<file path="src/rtl/spi_target_bridge_pkg.sv">
// Shared frame constants and state encoding for the SPI register-bridge protocol.
// Frame layout, bit 23 first: R/W | W1W0[1:0] | address[12:0] | data[7:0].
// The SPI controller on the other end of the link reuses these definitions.
package spi_target_bridge_pkg;

  localparam int unsigned FRAME_BITS = 24;
  localparam int unsigned INSTR_BITS = 16;
  localparam int unsigned ADDR_W     = 13;
  localparam int unsigned DATA_W     = 8;

  // Bit positions within the full 24-bit frame.
  localparam int unsigned RW_BIT     = 23;
  localparam int unsigned W1W0_MSB   = 22;
  localparam int unsigned W1W0_LSB   = 21;

  // The same fields indexed within the 16-bit instruction word.
  localparam int unsigned INSTR_RW   = RW_BIT - DATA_W;
  localparam int unsigned INSTR_W1W0 = W1W0_MSB - DATA_W;

  typedef enum logic [1:0] {
    StIdle,
    StCmd,
    StData,
    StDone
  } state_e;

  // Only single-byte transfers (W1W0 = 00) are supported.
  function automatic logic instr_is_single(input logic [INSTR_BITS-1:0] instr);
    return instr[INSTR_W1W0 -: 2] == 2'b00;
  endfunction

endpackage

</file>
<file path="src/rtl/spi_target_bridge_if.sv">
// Bundles the SPI pins, register bus and status flags of spi_target_bridge.
//   master : bridge side (drives MISO, register strobes, address/data, status)
//   slave  : environment side (drives SCLK/CS_N/MOSI and register read data)
interface spi_target_bridge_if;
  import spi_target_bridge_pkg::*;

  logic              spi_sclk;
  logic              spi_cs_n;
  logic              spi_mosi;
  logic              spi_miso;
  logic              spi_miso_oe;
  logic              reg_wr_en;
  logic              reg_rd_en;
  logic [ADDR_W-1:0] reg_addr;
  logic [DATA_W-1:0] reg_wdata;
  logic [DATA_W-1:0] reg_rdata;
  logic              busy;
  logic              frame_err;
  logic              overrun;

  modport master (
    input  spi_sclk, spi_cs_n, spi_mosi, reg_rdata,
    output spi_miso, spi_miso_oe, reg_wr_en, reg_rd_en, reg_addr, reg_wdata,
           busy, frame_err, overrun
  );

  modport slave (
    output spi_sclk, spi_cs_n, spi_mosi, reg_rdata,
    input  spi_miso, spi_miso_oe, reg_wr_en, reg_rd_en, reg_addr, reg_wdata,
           busy, frame_err, overrun
  );

endinterface

</file>
<file path="src/rtl/spi_sync_edge.sv">
// Multi-flop synchronizer for one asynchronous input, plus one extra flop for
// edge detection.
//   clk_i, rst_i : system clock, async active-high reset
//   async_i      : asynchronous input
//   sync_o       : synchronized level
//   rise_o/fall_o: one-clk pulses on synchronized rising/falling edges
module spi_sync_edge #(
  parameter int unsigned SYNC_STAGES = 2,
  parameter logic        RESET_VAL   = 1'b0
) (
  input  logic clk_i,
  input  logic rst_i,
  input  logic async_i,
  output logic sync_o,
  output logic rise_o,
  output logic fall_o
);

  logic [SYNC_STAGES-1:0] sync_q;
  logic                   prev_q;

  always_ff @(posedge clk_i or posedge rst_i) begin
    if (rst_i) begin
      sync_q <= {SYNC_STAGES{RESET_VAL}};
      prev_q <= RESET_VAL;
    end else begin
      sync_q <= {sync_q[SYNC_STAGES-2:0], async_i};
      prev_q <= sync_q[SYNC_STAGES-1];
    end
  end

  assign sync_o = sync_q[SYNC_STAGES-1];
  assign rise_o = sync_o & ~prev_q;
  assign fall_o = ~sync_o & prev_q;

endmodule

</file>
<file path="src/rtl/spi_target_bridge.sv">
// SPI target (mode 0, MSB first, 24-bit frames) decoding a 16-bit instruction
// plus one data byte into register write strobes and read requests.
//   clk, rst : system clock (>= 16x SCLK), async active-high reset
//   bus      : SPI pins, register bus and status flags (master view)
module spi_target_bridge
  import spi_target_bridge_pkg::*;
#(
  parameter int unsigned SYNC_STAGES = 2
) (
  input  logic                clk,
  input  logic                rst,
  spi_target_bridge_if.master bus
);

  logic sclk_sync, sclk_rise, sclk_fall;
  logic cs_sync, cs_rise, cs_fall;
  logic mosi_sync, mosi_rise, mosi_fall;

  spi_sync_edge #(.SYNC_STAGES(SYNC_STAGES), .RESET_VAL(1'b0)) u_sync_sclk (
    .clk_i  (clk),
    .rst_i  (rst),
    .async_i(bus.spi_sclk),
    .sync_o (sclk_sync),
    .rise_o (sclk_rise),
    .fall_o (sclk_fall)
  );

  // CS_N idles high; resetting its chain high avoids a false edge after reset.
  spi_sync_edge #(.SYNC_STAGES(SYNC_STAGES), .RESET_VAL(1'b1)) u_sync_cs (
    .clk_i  (clk),
    .rst_i  (rst),
    .async_i(bus.spi_cs_n),
    .sync_o (cs_sync),
    .rise_o (cs_rise),
    .fall_o (cs_fall)
  );

  spi_sync_edge #(.SYNC_STAGES(SYNC_STAGES), .RESET_VAL(1'b0)) u_sync_mosi (
    .clk_i  (clk),
    .rst_i  (rst),
    .async_i(bus.spi_mosi),
    .sync_o (mosi_sync),
    .rise_o (mosi_rise),
    .fall_o (mosi_fall)
  );

  logic unused_sync;
  assign unused_sync = ^{sclk_sync, cs_sync, mosi_rise, mosi_fall};

  state_e                  state_q;
  logic [4:0]              cnt_q;
  logic [INSTR_BITS-2:0]   rx_q;     // previous 15 bits; current bit is mosi_sync
  logic [DATA_W-2:0]       tx_q;     // read bits still to be shifted out
  logic                    rw_q;
  logic                    w1w0_bad_q;
  logic                    cap_q;    // reg_rdata valid this clk
  logic                    miso_q;
  logic                    oe_q;
  logic                    wr_en_q;
  logic                    rd_en_q;
  logic [ADDR_W-1:0]       addr_q;
  logic [DATA_W-1:0]       wdata_q;
  logic                    ferr_q;
  logic                    ovr_q;

  logic [INSTR_BITS-1:0]   instr_w;
  logic [DATA_W-1:0]       data_w;

  // Field views including the bit being sampled on this SCLK rise.
  assign instr_w = {rx_q, mosi_sync};
  assign data_w  = {rx_q[DATA_W-2:0], mosi_sync};

  always_ff @(posedge clk or posedge rst) begin
    if (rst) begin
      state_q    <= StIdle;
      cnt_q      <= '0;
      rx_q       <= '0;
      tx_q       <= '0;
      rw_q       <= 1'b0;
      w1w0_bad_q <= 1'b0;
      cap_q      <= 1'b0;
      miso_q     <= 1'b0;
      oe_q       <= 1'b0;
      wr_en_q    <= 1'b0;
      rd_en_q    <= 1'b0;
      addr_q     <= '0;
      wdata_q    <= '0;
      ferr_q     <= 1'b0;
      ovr_q      <= 1'b0;
    end else begin
      wr_en_q <= 1'b0;
      rd_en_q <= 1'b0;
      ferr_q  <= 1'b0;
      cap_q   <= rd_en_q;

      // CS_N edges take priority over any SCLK edge seen in the same clk.
      if (cs_rise) begin
        if (state_q != StIdle) begin
          ferr_q <= (cnt_q < 5'(FRAME_BITS)) || w1w0_bad_q;
        end
        state_q <= StIdle;
        oe_q    <= 1'b0;
        miso_q  <= 1'b0;
        cap_q   <= 1'b0;
      end else if (cs_fall) begin
        state_q    <= StCmd;
        cnt_q      <= '0;
        rx_q       <= '0;
        rw_q       <= 1'b0;
        w1w0_bad_q <= 1'b0;
        ovr_q      <= 1'b0;
        oe_q       <= 1'b0;
        miso_q     <= 1'b0;
        cap_q      <= 1'b0;
      end else begin
        if (sclk_rise && (state_q != StIdle)) begin
          rx_q <= {rx_q[INSTR_BITS-3:0], mosi_sync};
          if (cnt_q != 5'(FRAME_BITS)) begin
            cnt_q <= cnt_q + 5'd1;
          end
        end

        unique case (state_q)
          StIdle: begin
          end
          StCmd: begin
            if (sclk_rise && (cnt_q == 5'(INSTR_BITS - 1))) begin
              addr_q     <= instr_w[ADDR_W-1:0];
              rw_q       <= instr_w[INSTR_RW];
              w1w0_bad_q <= !instr_is_single(instr_w);
              rd_en_q    <= instr_w[INSTR_RW] && instr_is_single(instr_w);
              state_q    <= StData;
            end
          end
          StData: begin
            if (cap_q) begin
              tx_q   <= bus.reg_rdata[DATA_W-2:0];
              miso_q <= bus.reg_rdata[DATA_W-1];
              oe_q   <= 1'b1;
            end else if (sclk_fall && oe_q && (cnt_q > 5'(INSTR_BITS))) begin
              // The 16th fall must not shift: bit 7 is sampled on rise 17.
              miso_q <= tx_q[DATA_W-2];
              tx_q   <= {tx_q[DATA_W-3:0], 1'b0};
            end
            if (sclk_rise && (cnt_q == 5'(FRAME_BITS - 1))) begin
              state_q <= StDone;
              if (!rw_q && !w1w0_bad_q) begin
                wdata_q <= data_w;
                wr_en_q <= 1'b1;
              end
            end
          end
          StDone: begin
            if (sclk_rise) begin
              ovr_q <= 1'b1;
            end
          end
        endcase
      end
    end
  end

  assign bus.spi_miso    = miso_q;
  assign bus.spi_miso_oe = oe_q;
  assign bus.reg_wr_en   = wr_en_q;
  assign bus.reg_rd_en   = rd_en_q;
  assign bus.reg_addr    = addr_q;
  assign bus.reg_wdata   = wdata_q;
  assign bus.busy        = (state_q != StIdle);
  assign bus.frame_err   = ferr_q;
  assign bus.overrun     = ovr_q;

endmodule
</file>
<file path="src/flat_wrapper.sv">
// flat-port wrapper written by rule: the top's interface ports become plain ports
module spi_target_bridge_flat import spi_target_bridge_pkg::*;
#(
  parameter int unsigned SYNC_STAGES = 2
)
  (clk, rst, bus_spi_sclk, bus_spi_cs_n, bus_spi_mosi, bus_reg_rdata, bus_spi_miso, bus_spi_miso_oe, bus_reg_wr_en, bus_reg_rd_en, bus_reg_addr, bus_reg_wdata, bus_busy, bus_frame_err, bus_overrun);
  spi_target_bridge_if bus_i ();
  input  logic clk;
  input  logic rst;
  input wire logic [$bits(bus_i.spi_sclk)-1:0] bus_spi_sclk;
  input wire logic [$bits(bus_i.spi_cs_n)-1:0] bus_spi_cs_n;
  input wire logic [$bits(bus_i.spi_mosi)-1:0] bus_spi_mosi;
  input wire logic [$bits(bus_i.reg_rdata)-1:0] bus_reg_rdata;
  output wire logic [$bits(bus_i.spi_miso)-1:0] bus_spi_miso;
  output wire logic [$bits(bus_i.spi_miso_oe)-1:0] bus_spi_miso_oe;
  output wire logic [$bits(bus_i.reg_wr_en)-1:0] bus_reg_wr_en;
  output wire logic [$bits(bus_i.reg_rd_en)-1:0] bus_reg_rd_en;
  output wire logic [$bits(bus_i.reg_addr)-1:0] bus_reg_addr;
  output wire logic [$bits(bus_i.reg_wdata)-1:0] bus_reg_wdata;
  output wire logic [$bits(bus_i.busy)-1:0] bus_busy;
  output wire logic [$bits(bus_i.frame_err)-1:0] bus_frame_err;
  output wire logic [$bits(bus_i.overrun)-1:0] bus_overrun;
  assign bus_i.spi_sclk = bus_spi_sclk;
  assign bus_i.spi_cs_n = bus_spi_cs_n;
  assign bus_i.spi_mosi = bus_spi_mosi;
  assign bus_i.reg_rdata = bus_reg_rdata;
  assign bus_spi_miso = bus_i.spi_miso;
  assign bus_spi_miso_oe = bus_i.spi_miso_oe;
  assign bus_reg_wr_en = bus_i.reg_wr_en;
  assign bus_reg_rd_en = bus_i.reg_rd_en;
  assign bus_reg_addr = bus_i.reg_addr;
  assign bus_reg_wdata = bus_i.reg_wdata;
  assign bus_busy = bus_i.busy;
  assign bus_frame_err = bus_i.frame_err;
  assign bus_overrun = bus_i.overrun;
  spi_target_bridge #(.SYNC_STAGES(SYNC_STAGES)) u_core (.clk(clk), .rst(rst), .bus(bus_i));
endmodule
</file>
<file path="config.mk">
export PLATFORM = sky130hd
export DESIGN_NAME = spi_target_bridge_flat
export DESIGN_NICKNAME = d
export VERILOG_FILES = /design/src/rtl/spi_target_bridge_pkg.sv /design/src/rtl/spi_target_bridge_if.sv /design/src/rtl/spi_sync_edge.sv /design/src/rtl/spi_target_bridge.sv /design/src/flat_wrapper.sv
export SDC_FILE = /design/constraint.sdc
export NUM_CORES = 1
export LEC_CHECK = 0
export ABC_AREA = 0
export BUFFER_PORTS_ARGS = -buffer_cell sky130_fd_sc_hd__buf_2
export CORE_UTILIZATION = 45
export DETAILED_ROUTE_END_ITERATION = 8
export GPL_TIMING_DRIVEN = 1
export SLEW_MARGIN = 20
export SYNTH_ARGS = -nofsm -noshare
export SYNTH_HDL_FRONTEND = slang
export SYNTH_HIERARCHICAL = 1
export SYNTH_SLANG_ARGS = --single-unit
</file>
<file path="constraint.sdc">
create_clock -name clk -period 5.5 [get_ports clk]
set_input_delay 1.375 -clock clk [delete_from_list [all_inputs] [get_ports clk]]
set_output_delay 1.375 -clock clk [all_outputs]
set_load 0.005 [all_outputs]
</file>
==> results of run 1 <==
## worst max-delay path: stages, from the launching register on
cell and delay (ns):
sky130_fd_sc_hd__dfrtp_1 0.43, sky130_fd_sc_hd__inv_1 0.10, sky130_fd_sc_hd__ha_1 0.24, sky130_fd_sc_hd__inv_1 0.05, sky130_fd_sc_hd__buf_2 0.12
## worst max-delay path by stage
stage | from | endpoint
after floorplan | rst | u_core/bus.frame_err
after global placement | u_core/u_sync_cs/sync_q[1] | u_core/bus.reg_addr[9]
after detailed placement | u_core/u_sync_cs/sync_q[1] | u_core/bus.reg_addr[9]
after CTS | u_core/state_q[1] | bus_busy
after global routing | u_core/state_q[0] | bus_busy
final | u_core/state_q[1] | bus_busy
## power groups by stage
stage / sequential [mW] / combinational, mW / clock, mW
after global routing: 0.552 / 0.190 / 0.452
after CTS: 0.547 / 0.166 / 0.425
after detailed placement: 0.557 / 0.165 / 0
final: 0.546 / 0.164 / 0.409
after global placement: 0.556 / 0.164 / 0
after floorplan: 0.549 / 0.125 / 0
## metal layers
metal  vias to the layer above  track usage, %  share of wire (%)  wire, µm
li1                        866               -                  -         -
met4                         0            7.76               0.67        34
met2                        36            24.1                 45      2290
met5                         -               0                  0         0
met3                         4            5.05                3.7       189
met1                       861            24.9                 51      2590
## sequential cells by signal (all words and copies together), names as in the netlist, 2 cells and up
register                   cells
u_core/bus.reg_wdata           8
u_core/u_sync_sclk/sync_q      2
u_core/u_sync_cs/sync_q        2
u_core/cnt_q                   5
u_core/rx_q                   15
u_core/state_q                 2
u_core/u_sync_mosi/sync_q      2
u_core/bus.reg_addr           13
u_core/tx_q                    7
## placed cells by master, fill, tap and decap left out, drive strengths merged, types with 2 or more instances in the layout
cell and count:
dfrtp 64, buf 41, mux2 23, inv 17, a22o 15, clkbuf 11, or2b 7, ha 7
nand2 6, o221a 6, nor2 5, mux2i 5, nor2b 4, clkinvlp 3, nand3 3, nand2b 3
dfstp 3, nand4 3, nor3b 3, o21ai 3, and3 3, and2 2, a211oi 2, a31o 2
and2b 2, a221oi 2, or4b 2
## layout make-up
cell class              instances  area (µm²)  area share [%]
clock buffers                  11         141            4.19
repair buffers                 41         208            6.16
flip-flops and latches         67        1680            49.9
clock inverters                 5        61.3            1.82
well taps                      75        93.8            2.78
inverters                      16        60.1            1.78
multi-input cells             124        1130            33.4
==> flow_summary.rst, run 1 <==
.. list-table::
   :header-rows: 1

   * - Metric
     - Value
   * - Status
     - finished, final reports clean
   * - CTS resizes
     - 0
   * - Power spent charging and discharging nets
     - about 300 µW
   * - Maximum count of clock buffers along a single path
     - 2
   * - Maximum vdd drop
     - between 200 and 250 µV
   * - Share of power burned in registers
     - between 40% and 50%
   * - Cell-internal power
     - 815 µW
   * - Antenna violations before repair
     - 0
   * - Min-Delay Startpoint
     - u_core/u_sync_sclk/sync_q[0]
   * - Pre-CTS setup slack
     - around 3.0 ns
   * - Fraction of final layout cells with drive strength greater than 1
     - 35.6%
   * - Starting Density
     - 47.8%
   * - Clock-pin slew on the worst setup and hold paths
     - ~0.070 ns
   * - Hold_ws
     - about 0.36 ns
   * - Critical setup path kind
     - flop to output port
   * - Category of the worst setup path capture point
     - output port
   * - Mapped Avg Cell Area
     - ~14 µm²
   * - Slew Limit Fails
     - 0
   * - Category of the worst setup path launch point
     - flop
   * - Critical path data arrival time
     - roughly 1.3 ns
   * - Summed area of non-filler cells in the final layout
     - roughly 3400 µm²
   * - Cell count after synthesis
     - about 220
   * - Number of clock buffers inserted by TritonCTS
     - 9
   * - Total detailed-routing wirelength
     - about 5000 µm
   * - Launch instance of the worst register-to-register path
     - u_core/u_sync_cs/sync_q[1]
   * - Number of placed instances, taps included
     - 323
   * - Post-layout net count
     - approximately 280
   * - Hold-fix buffers at CTS
     - 0
   * - Least setup slack across all paths after layout
     - roughly 2.9 ns
   * - WP data required
     - about 4.1 ns
   * - Detail-routed net length per standard cell
     - approximately 15 µm
   * - Inserted Diodes
     - 0
   * - Global-route wire length before repair
     - ~8400 µm
   * - Area of the die
     - 6810 µm²
   * - Reg-to-reg setup timing slack
     - a little under 3 ns
   * - Worst hold path depth
     - 0
   * - YS warnings
     - 6
   * - Pin count of the biggest net entering global routing
     - 60
   * - Core area
     - just over 6000 µm²
   * - Fill cell total of the finished layout
     - between 500 and 600
   * - Final HPWL from detailed placement
     - approximately 3500 µm
   * - Synthesized netlist net count
     - approximately 240
   * - Gate power share
     - between 10% and 20%
   * - Number of non-filler instances in the completed layout
     - around 340
   * - Number of setup violations in the final report
     - 0
   * - Destination of the worst hold path
     - u_core/u_sync_sclk/sync_q[1]
   * - RSZ-0062 raised after global routing
     - no
   * - Final worst path period need
     - approximately 2.6 ns
   * - Detail-routed via count per cell
     - 5.21
   * - Max-Slew Margin vs Limit
     - approximately 29%
   * - Clock tree from TritonCTS
     - built
   * - Horizontal die dimension
     - ~83 µm
   * - DRC violations left
     - 0
   * - Weighted congestion reported at the end of routability-driven placement
     - roughly 0.75
   * - Remaining global-route overflow
     - 0
   * - Clock root cell
     - sky130_fd_sc_hd__clkbuf_8
   * - Pwr Total
     - ~1.1 mW
   * - First-iteration detailed-routing DRC count
     - 115
   * - Maximum clock skew at final layout
     - 0.00942 ns
   * - Count of final hold-check violations
     - 0
   * - Clock share of power
     - between 30% and 40%
   * - Summed instance area of the synthesized netlist
     - about 2900 µm²
   * - Number of nets with antenna violations after routing
     - 0
   * - Via total after detailed routing
     - 1767
   * - Placement row count
     - 28
   * - Post-synthesis to final-layout area growth
     - 15.6%
   * - Placement-stage cell area
     - between 3000 and 4000 µm²
   * - Largest fanout on the critical path
     - 5
   * - Number of port buffers
     - 40
   * - Worst r2r path cells
     - 3
   * - Slew at the pin closest to its max-slew limit
     - around 1.1 ns
   * - Clock latency on the worst-skew pair
     - between 0.3 and 0.4 ns
   * - Die height
     - ~83 µm
   * - Proportion of total power due to net switching
     - between 20% and 30%
   * - Global routing usage summed across all routing layers
     - around 17%
   * - Final design utilization
     - a little under three fifths
   * - Power density over cell area
     - around 330 nW/µm²
   * - Detailed-routing iteration count for the pre-antenna-repair pass
     - 4
   * - Level count of the clock H-tree
     - 3
   * - IO Pins
     - 41
   * - Leakage power of the design
     - between 1.5 and 2 nW
   * - Total negative setup slack
     - 0 ns
   * - Sinks on the clock net
     - 67
   * - Critical register-to-register path endpoint
     - u_core/bus.reg_addr[11]
   * - Number of global-route vias before repair
     - 1701
   * - Maximum clock rate
     - 379 MHz
   * - Class of the most critical hold timing path
     - flop to flop
   * - Share of the cycle needed by the critical path after routing
     - between 40% and 50%
   * - Max capacitance violation total
     - 0
   * - Setup bufs post-CTS
     - 0
(Power assumes the default switching activity.)
==> inputs of run 2 (changes only) <==
--- a/config.mk
+++ b/config.mk
@@ -10,6 +10,7 @@
 export CORE_UTILIZATION = 45
 export DETAILED_ROUTE_END_ITERATION = 8
 export GPL_TIMING_DRIVEN = 1
+export PLACE_DENSITY = 0.67
 export SLEW_MARGIN = 20
 export SYNTH_ARGS = -nofsm -noshare
 export SYNTH_HDL_FRONTEND = slang
==> constraint.sdc (replaced) <==
create_clock -name clk -period 2.1 [get_ports clk]
set_input_delay 0.525 -clock clk [delete_from_list [all_inputs] [get_ports clk]]
set_output_delay 0.525 -clock clk [all_outputs]
set_load 0.005 [all_outputs]
==> run 2 against run 1 <==
  * Clock skew barely moved
  * Worst setup slack got worse by 2.8 ns
  * Global-route usage rose by 1.4 points
  * First-iteration DRC count fell by 63%
  * Critical path depth rose by 3
==> flow_summary.rst, run 2 (synthesized netlist as in run 1, its figures left out) <==
.. list-table::
   :header-rows: 1

   * - Metric
     - Value
   * - Hold-fix buffers at CTS
     - 0
   * - Number of nets with antenna violations after routing
     - 0
   * - Post-synthesis to final-layout area growth
     - 20.7%
   * - Via total after detailed routing
     - approximately 1900
   * - Detail-routed via count per cell
     - ~5.3
   * - Remaining global-route overflow
     - 0
   * - Detailed-routing iteration count for the pre-antenna-repair pass
     - 4
   * - Starting Density
     - 47.8%
   * - Power density over cell area
     - 861 nW/µm²
   * - Global routing usage summed across all routing layers
     - a little under a fifth
   * - Level count of the clock H-tree
     - 3
   * - Clock tree from TritonCTS
     - built
   * - Total detailed-routing wirelength
     - between 5000 and 6000 µm
   * - Count of final hold-check violations
     - 0
   * - Fill cell total of the finished layout
     - about 530
   * - Inserted Diodes
     - 0
   * - Largest fanout on the critical path
     - 14
   * - Storage element area
     - 1680 µm²
   * - Worst r2r path cells
     - 7
   * - Final HPWL from detailed placement
     - between 3000 and 4000 µm
   * - Slew Limit Fails
     - 0
   * - Reg-to-reg setup timing slack
     - roughly 0.090 ns
   * - Commonest non-fill, non-tap cell in the layout
     - sky130_fd_sc_hd__dfrtp_1
   * - Clock-pin slew on the worst setup and hold paths
     - ~0.07 ns
   * - Critical path data arrival time
     - 2.24 ns
   * - Highest Signal Layer
     - met4
   * - Area of the multi-input gates
     - 1140 µm²
   * - Horizontal die dimension
     - just over 80 µm
   * - Total negative setup slack
     - 0 ns
   * - Maximum clock skew at final layout
     - between 0.009 and 0.01 ns
   * - Max-Slew Margin vs Limit
     - approximately three fifths
   * - Summed area of non-filler cells in the final layout
     - between 3000 and 4000 µm²
   * - Leading cell types in the layout, fill and taps excluded
     - 64 x sky130_fd_sc_hd__dfrtp_1, 40 x sky130_fd_sc_hd__buf_2, 15 x sky130_fd_sc_hd__inv_1, 15 x sky130_fd_sc_hd__a22o_1, 15 x sky130_fd_sc_hd__buf_4
   * - CP max stage cell
     - sky130_fd_sc_hd__dfrtp_1
   * - Maximum count of clock buffers along a single path
     - 2
   * - Maximum vdd drop
     - around 600 µV
   * - Clock latency on the worst-skew pair
     - 0.34 ns
   * - Cell Chain, Critical Path
     - ha_2 -> and3_1 -> ha_1 -> nand3_1 -> or3_4 -> buf_12 -> mux2_4
   * - Area of the die
     - about 6800 µm²
   * - Total number of cells along the worst setup path
     - 7
   * - Detail Route met3 WL
     - 242 µm
   * - Final worst path period need
     - about 2.0 ns
   * - Clock root cell
     - sky130_fd_sc_hd__clkbuf_8
   * - DRC violations left
     - 0
   * - Weighted congestion reported at the end of routability-driven placement
     - 0.850
   * - Slowest stage delay, CP
     - 0.38 ns
   * - Number of global-route vias before repair
     - between 1500 and 2000
   * - Category of the worst setup path capture point
     - flop
   * - Core area
     - around 6000 µm²
   * - Sinks on the clock net
     - 67
   * - RSZ-0062 raised after global routing
     - no
   * - Placement row count
     - 28
   * - Pin count of the biggest net entering global routing
     - 42
   * - Leakage power of the design
     - around 1.8 nW
   * - Number of flip-flops under the largest register name
     - 15
   * - Antenna violations before repair
     - 0
   * - Post-layout net count
     - roughly 300
   * - Maximum clock rate
     - around 500 MHz
   * - First-iteration detailed-routing DRC count
     - 43
   * - Slew at the pin closest to its max-slew limit
     - approximately 0.6 ns
   * - Max capacitance violation total
     - 0
   * - Number of port buffers
     - 40
   * - Placement-stage cell area
     - approximately 3300 µm²
   * - Sum of routed wire segments on met1
     - around 2800 µm
   * - Critical register-to-register path endpoint
     - u_core/bus.reg_addr[3]
   * - Detail-routed net length per standard cell
     - ~16 µm
   * - Status
     - finished, final reports clean
   * - Category of the worst setup path launch point
     - flop
   * - Share of the cycle needed by the critical path after routing
     - around 96%
   * - Fraction of final layout cells with drive strength greater than 1
     - 39.6%
   * - Class of the most critical hold timing path
     - primary input to asynchronous set/reset pin
   * - Met2 routed wirelength
     - 2620 µm
   * - WP data required
     - 2.33 ns
   * - Launch instance of the worst register-to-register path
     - u_core/cnt_q[0]
   * - Critical setup path kind
     - flop to flop
   * - IO Pins
     - 41
   * - Global-route wire length before repair
     - a little over 9000 µm
   * - Die height
     - a little over 80 µm
   * - Register bank with the most flops
     - u_core/rx_q
   * - Number of setup violations in the final report
     - 0
   * - Number of clock buffers inserted by TritonCTS
     - 9
   * - Kind of cell adding the most delay to the critical path
     - simple AND/OR/NAND/NOR gates
   * - CP Buf/Inv Count
     - 1
run 2: how the worst max path moves through the flow:
stage,startpoint,endpoint,slack [ns]
5_1_grt,u_core/cnt_q[0],u_core/bus.reg_addr[5],0.002
2_1_floorplan,rst,u_core/bus.frame_err,0.12
3_5_place_dp,u_core/u_sync_cs/sync_q[1],u_core/tx_q[1],0.03
4_1_cts,u_core/u_sync_cs/sync_q[1],u_core/tx_q[1],0.02
3_3_place_gp,u_core/u_sync_cs/sync_q[1],u_core/tx_q[4],0.05
6_report,u_core/cnt_q[0],u_core/bus.reg_addr[3],0.09
run 2: power breakdown:
group	internal, mW	switching [mW]
Sequential	1.36	0.0613
Clock	0.579	0.480
Combinational	0.262	0.288
run 2: through the flow:
stage / total power [mW] / instances / hold WS [ns] / utilization [%] / worst slack [ns]
2_1_floorplan: 1.76 / 216 / 0.266 / - / 0.119
3_3_place_gp: 1.94 / 337 / 0.335 / 54.0 / 0.0483
3_5_place_dp: 1.96 / 337 / 0.336 / 54.0 / 0.0300
4_1_cts: 3.03 / 353 / 0.0353 / 57.2 / 0.0180
5_1_grt: 3.19 / 355 / 0.0403 / 57.7 / 0.00177
6_report: 3.03 / 355 / 0.0527 / 57.7 / 0.0899
run 2: routing by layer:
layer  GRT usage (%)  up-vias
met5               0        -
li1                -      898
met2            28.1       47
met3            5.16        8
met4            9.31        0
met1            25.1      940
run 2: worst reg2reg max path: stages, from the launching register on:
cell,delay (ns)
sky130_fd_sc_hd__dfrtp_1,0.38
sky130_fd_sc_hd__ha_2,0.22
sky130_fd_sc_hd__and3_1,0.17
sky130_fd_sc_hd__ha_1,0.19
sky130_fd_sc_hd__nand3_1,0.11
sky130_fd_sc_hd__or3_4,0.36
sky130_fd_sc_hd__buf_12,0.17
sky130_fd_sc_hd__mux2_4,0.31
run 2: cell type report:
cell class                      instances  share of cell area (%)
Clock buffer                           12                    4.12
Timing Repair Buffer                   57                    10.0
Multi-Input combinational cell        124                    32.3
Tap cell                               75                    2.67
Clock inverter                          4                    1.42
Sequential cell                        67                    47.7
Inverter                               16                    1.71
run 2: what timing repair did:
item | in CTS | in global routing
setup endpoints to repair | 0 | 35
setup buffers | 0 | 2
resized for setup | 0 | 4
==> inputs of run 3 (changes only) <==
--- a/config.mk
+++ b/config.mk
@@ -10,6 +10,7 @@
 export CORE_UTILIZATION = 45
 export DETAILED_ROUTE_END_ITERATION = 8
 export GPL_TIMING_DRIVEN = 1
+export MAX_ROUTING_LAYER = met4
 export PLACE_DENSITY = 0.67
 export SLEW_MARGIN = 20
 export SYNTH_ARGS = -nofsm -noshare
==> run 3 against run 2 <==
  * Sequential power about the same
  * Register-to-register slack is essentially flat
  * Via count rose by 0.74%
  * Power about the same
  * Sequential share of layout area unchanged
  * Critical path type unchanged
  * Largest power group unchanged
==> flow_summary.rst, run 3 (synthesized netlist as in run 1, its figures left out) <==
.. list-table::
   :header-rows: 1

   * - Metric
     - Value
   * - Status
     - finished, final reports clean
   * - Power density over cell area
     - between 800 and 900 nW/µm²
   * - Slew Limit Fails
     - 0
   * - Maximum clock rate
     - 495 MHz
   * - Level count of the clock H-tree
     - 3
   * - Cell Chain, Critical Path
     - ha_2 -> and3_1 -> ha_1 -> nand3_1 -> or3_4 -> buf_12 -> mux2_4
   * - Slowest stage delay, CP
     - about 0.39 ns
   * - Clock-pin slew on the worst setup and hold paths
     - roughly 0.07 ns
   * - Fill cell total of the finished layout
     - around 530
   * - Horizontal die dimension
     - slightly above 80 µm
   * - Power spent charging and discharging nets
     - between 800 and 900 µW
   * - First-iteration detailed-routing DRC count
     - 50
   * - Clock latency on the worst-skew pair
     - 0.34 ns
   * - Leakage power of the design
     - ~1.8 nW
   * - Number of global-route vias before repair
     - about 1900
   * - RSZ-0062 raised after global routing
     - no
   * - Proportion of total power due to net switching
     - between 20% and 30%
   * - Final worst path period need
     - roughly 2.0 ns
   * - Number of port buffers
     - 40
   * - Clock share of power
     - 34.9%
   * - Core area
     - 6100 µm²
   * - Final design utilization
     - 57.7%
   * - Post-layout net count
     - ~300
   * - Starting Density
     - 47.8%
   * - Clock tree from TritonCTS
     - built
   * - Max-Slew Margin vs Limit
     - 59.6%
   * - Storage element area
     - 1680 µm²
   * - Post-synthesis to final-layout area growth
     - 20.7%
   * - Cell-internal power
     - 2.20 mW
   * - Critical path data arrival time
     - about 2.3 ns
   * - Commonest non-fill, non-tap cell in the layout
     - sky130_fd_sc_hd__dfrtp_1
   * - Largest fanout on the critical path
     - 14
   * - Category of the worst setup path launch point
     - flop
   * - Inserted Diodes
     - 0
   * - Placement row count
     - 28
   * - CP max stage cell
     - sky130_fd_sc_hd__dfrtp_1
   * - Clock root cell
     - sky130_fd_sc_hd__clkbuf_8
   * - Fraction of final layout cells with drive strength greater than 1
     - approximately 40%
   * - Gate power share
     - 18.2%
   * - Hold-fix buffers at CTS
     - 0
   * - WP data required
     - between 2 and 2.5 ns
   * - Global-route wire length before repair
     - 9140 µm
   * - Maximum count of clock buffers along a single path
     - 2
   * - Detail-routed via count per cell
     - 5.37
   * - Pre-CTS setup slack
     - ~0.030 ns
   * - Number of clock buffers inserted by TritonCTS
     - 9
   * - Sinks on the clock net
     - between 60 and 70
   * - Area of the multi-input gates
     - ~1100 µm²
   * - Max capacitance violation total
     - 0
   * - Via total after detailed routing
     - roughly 1900
   * - Critical setup path kind
     - flop to flop
   * - Die height
     - between 80 and 90 µm
   * - Number of nets with antenna violations after routing
     - 0
   * - Global routing usage summed across all routing layers
     - between 10% and 20%
   * - Slew at the pin closest to its max-slew limit
     - ~0.60 ns
   * - Leading cell types in the layout, fill and taps excluded
     - 64 x sky130_fd_sc_hd__dfrtp_1, 40 x sky130_fd_sc_hd__buf_2, 15 x sky130_fd_sc_hd__inv_1, 15 x sky130_fd_sc_hd__a22o_1, 15 x sky130_fd_sc_hd__buf_4
   * - Final HPWL from detailed placement
     - 3860 µm
   * - Antenna violations before repair
     - 0
   * - Total negative setup slack
     - 0 ns
   * - Maximum vdd drop
     - 583 µV
   * - Detail-routed net length per standard cell
     - roughly 16 µm
   * - Register bank with the most flops
     - u_core/rx_q
   * - Maximum clock skew at final layout
     - 0.00922 ns
   * - Number of setup violations in the final report
     - 0
   * - IO Pins
     - 41
   * - Weighted congestion reported at the end of routability-driven placement
     - ~0.86
   * - Number of flip-flops under the largest register name
     - 15
   * - Hold_ws
     - roughly 0.053 ns
   * - Category of the worst setup path capture point
     - flop
   * - Count of final hold-check violations
     - 0
   * - Share of power burned in registers
     - a little under half
   * - Share of the cycle needed by the critical path after routing
     - a little over nine tenths
   * - Total detailed-routing wirelength
     - 5770 µm
   * - Pin count of the biggest net entering global routing
     - 42
   * - Area of the die
     - 6810 µm²
   * - DRC violations left
     - 0
   * - Remaining global-route overflow
     - 0
   * - Least setup slack across all paths after layout
     - around 0.079 ns
   * - Class of the most critical hold timing path
     - primary input to asynchronous set/reset pin
   * - Detailed-routing iteration count for the pre-antenna-repair pass
     - 4
==> run 3: cell counts in the layout (fill, tap and decap cells not counted) <==
Identical to the previous run, type by type.
==> run 3: critical path, delay by kind of cell, from the launching register on <==
kind,cells,cell delay (ns)
AND/OR/NAND/NOR,3,0.64
adder cells (fa/ha/maj),2,0.41
flip-flops,1,0.39
multiplexers,1,0.30
buffers and inverters,1,0.17
==> run 3: path summary, 6_finish.rpt <==
| kind | startpoint | endpoint | slack (ns) | cells past startpoint |
|---|---|---|---|---|
| worst max-delay path | u_core/cnt_q[0] | u_core/bus.reg_addr[3] | 0.08 | 7 |
| worst min-delay path | rst | u_core/u_sync_mosi/sync_q[1] | 0.05 | 2 |
| worst max register to register | u_core/cnt_q[0] | u_core/bus.reg_addr[3] | 0.08 | 7 |
| worst min register to register | u_core/u_sync_mosi/sync_q[0] | u_core/u_sync_mosi/sync_q[1] | 0.35 | 0 |
| max in group asynchronous | rst | u_core/tx_q[6] | 1.31 | 3 |
| min in group clk | bus_spi_cs_n | u_core/u_sync_cs/sync_q[0] | 0.28 | 1 |
==> run 3: timing repair <==
action                     4_1_cts  5_1_grt
setup endpoints to repair        0       35
setup buffers                    0        2
gates resized for setup          0        4
hold endpoints to repair         0        0
==> run 3: cell type report <==
class | count | share of cell area [%]
clock buffers | 12 | 4.12
clock inverters | 4 | 1.42
inverters | 16 | 1.71
multi-input cells | 124 | 32.3
flip-flops and latches | 67 | 47.7
well taps | 75 | 2.67
repair buffers | 57 | 10.0
==> run 3: through the flow <==
| step | power [mW] | std cells | cell area, µm² |
|---|---|---|---|
| 2_1_floorplan | 1.76 | 216 | 2920 |
| 3_3_place_gp | 1.94 | 337 | 3290 |
| 3_5_place_dp | 1.96 | 337 | 3290 |
| 4_1_cts | 3.03 | 353 | 3490 |
| 5_1_grt | 3.19 | 355 | 3520 |
| 6_report | 3.03 | 355 | 3520 |
==> run 3: power by group through the flow <==
stage | logic, mW | clock network (mW) | registers, mW
6_report | 0.552 | 1.06 | 1.42
5_1_grt | 0.615 | 1.15 | 1.43
4_1_cts | 0.515 | 1.09 | 1.42
3_5_place_dp | 0.510 | 0 | 1.45
3_3_place_gp | 0.500 | 0 | 1.44
2_1_floorplan | 0.327 | 0 | 1.44
==> run 3: metal layers <==
metal,vias to the layer above,part of all wire [%],GRT usage [%]
li1,897,-,-
met1,948,49,25.3
met2,54,45,28.1
met3,8,4.2,4.95
met4,0,1.2,9.31
met5,-,0,-
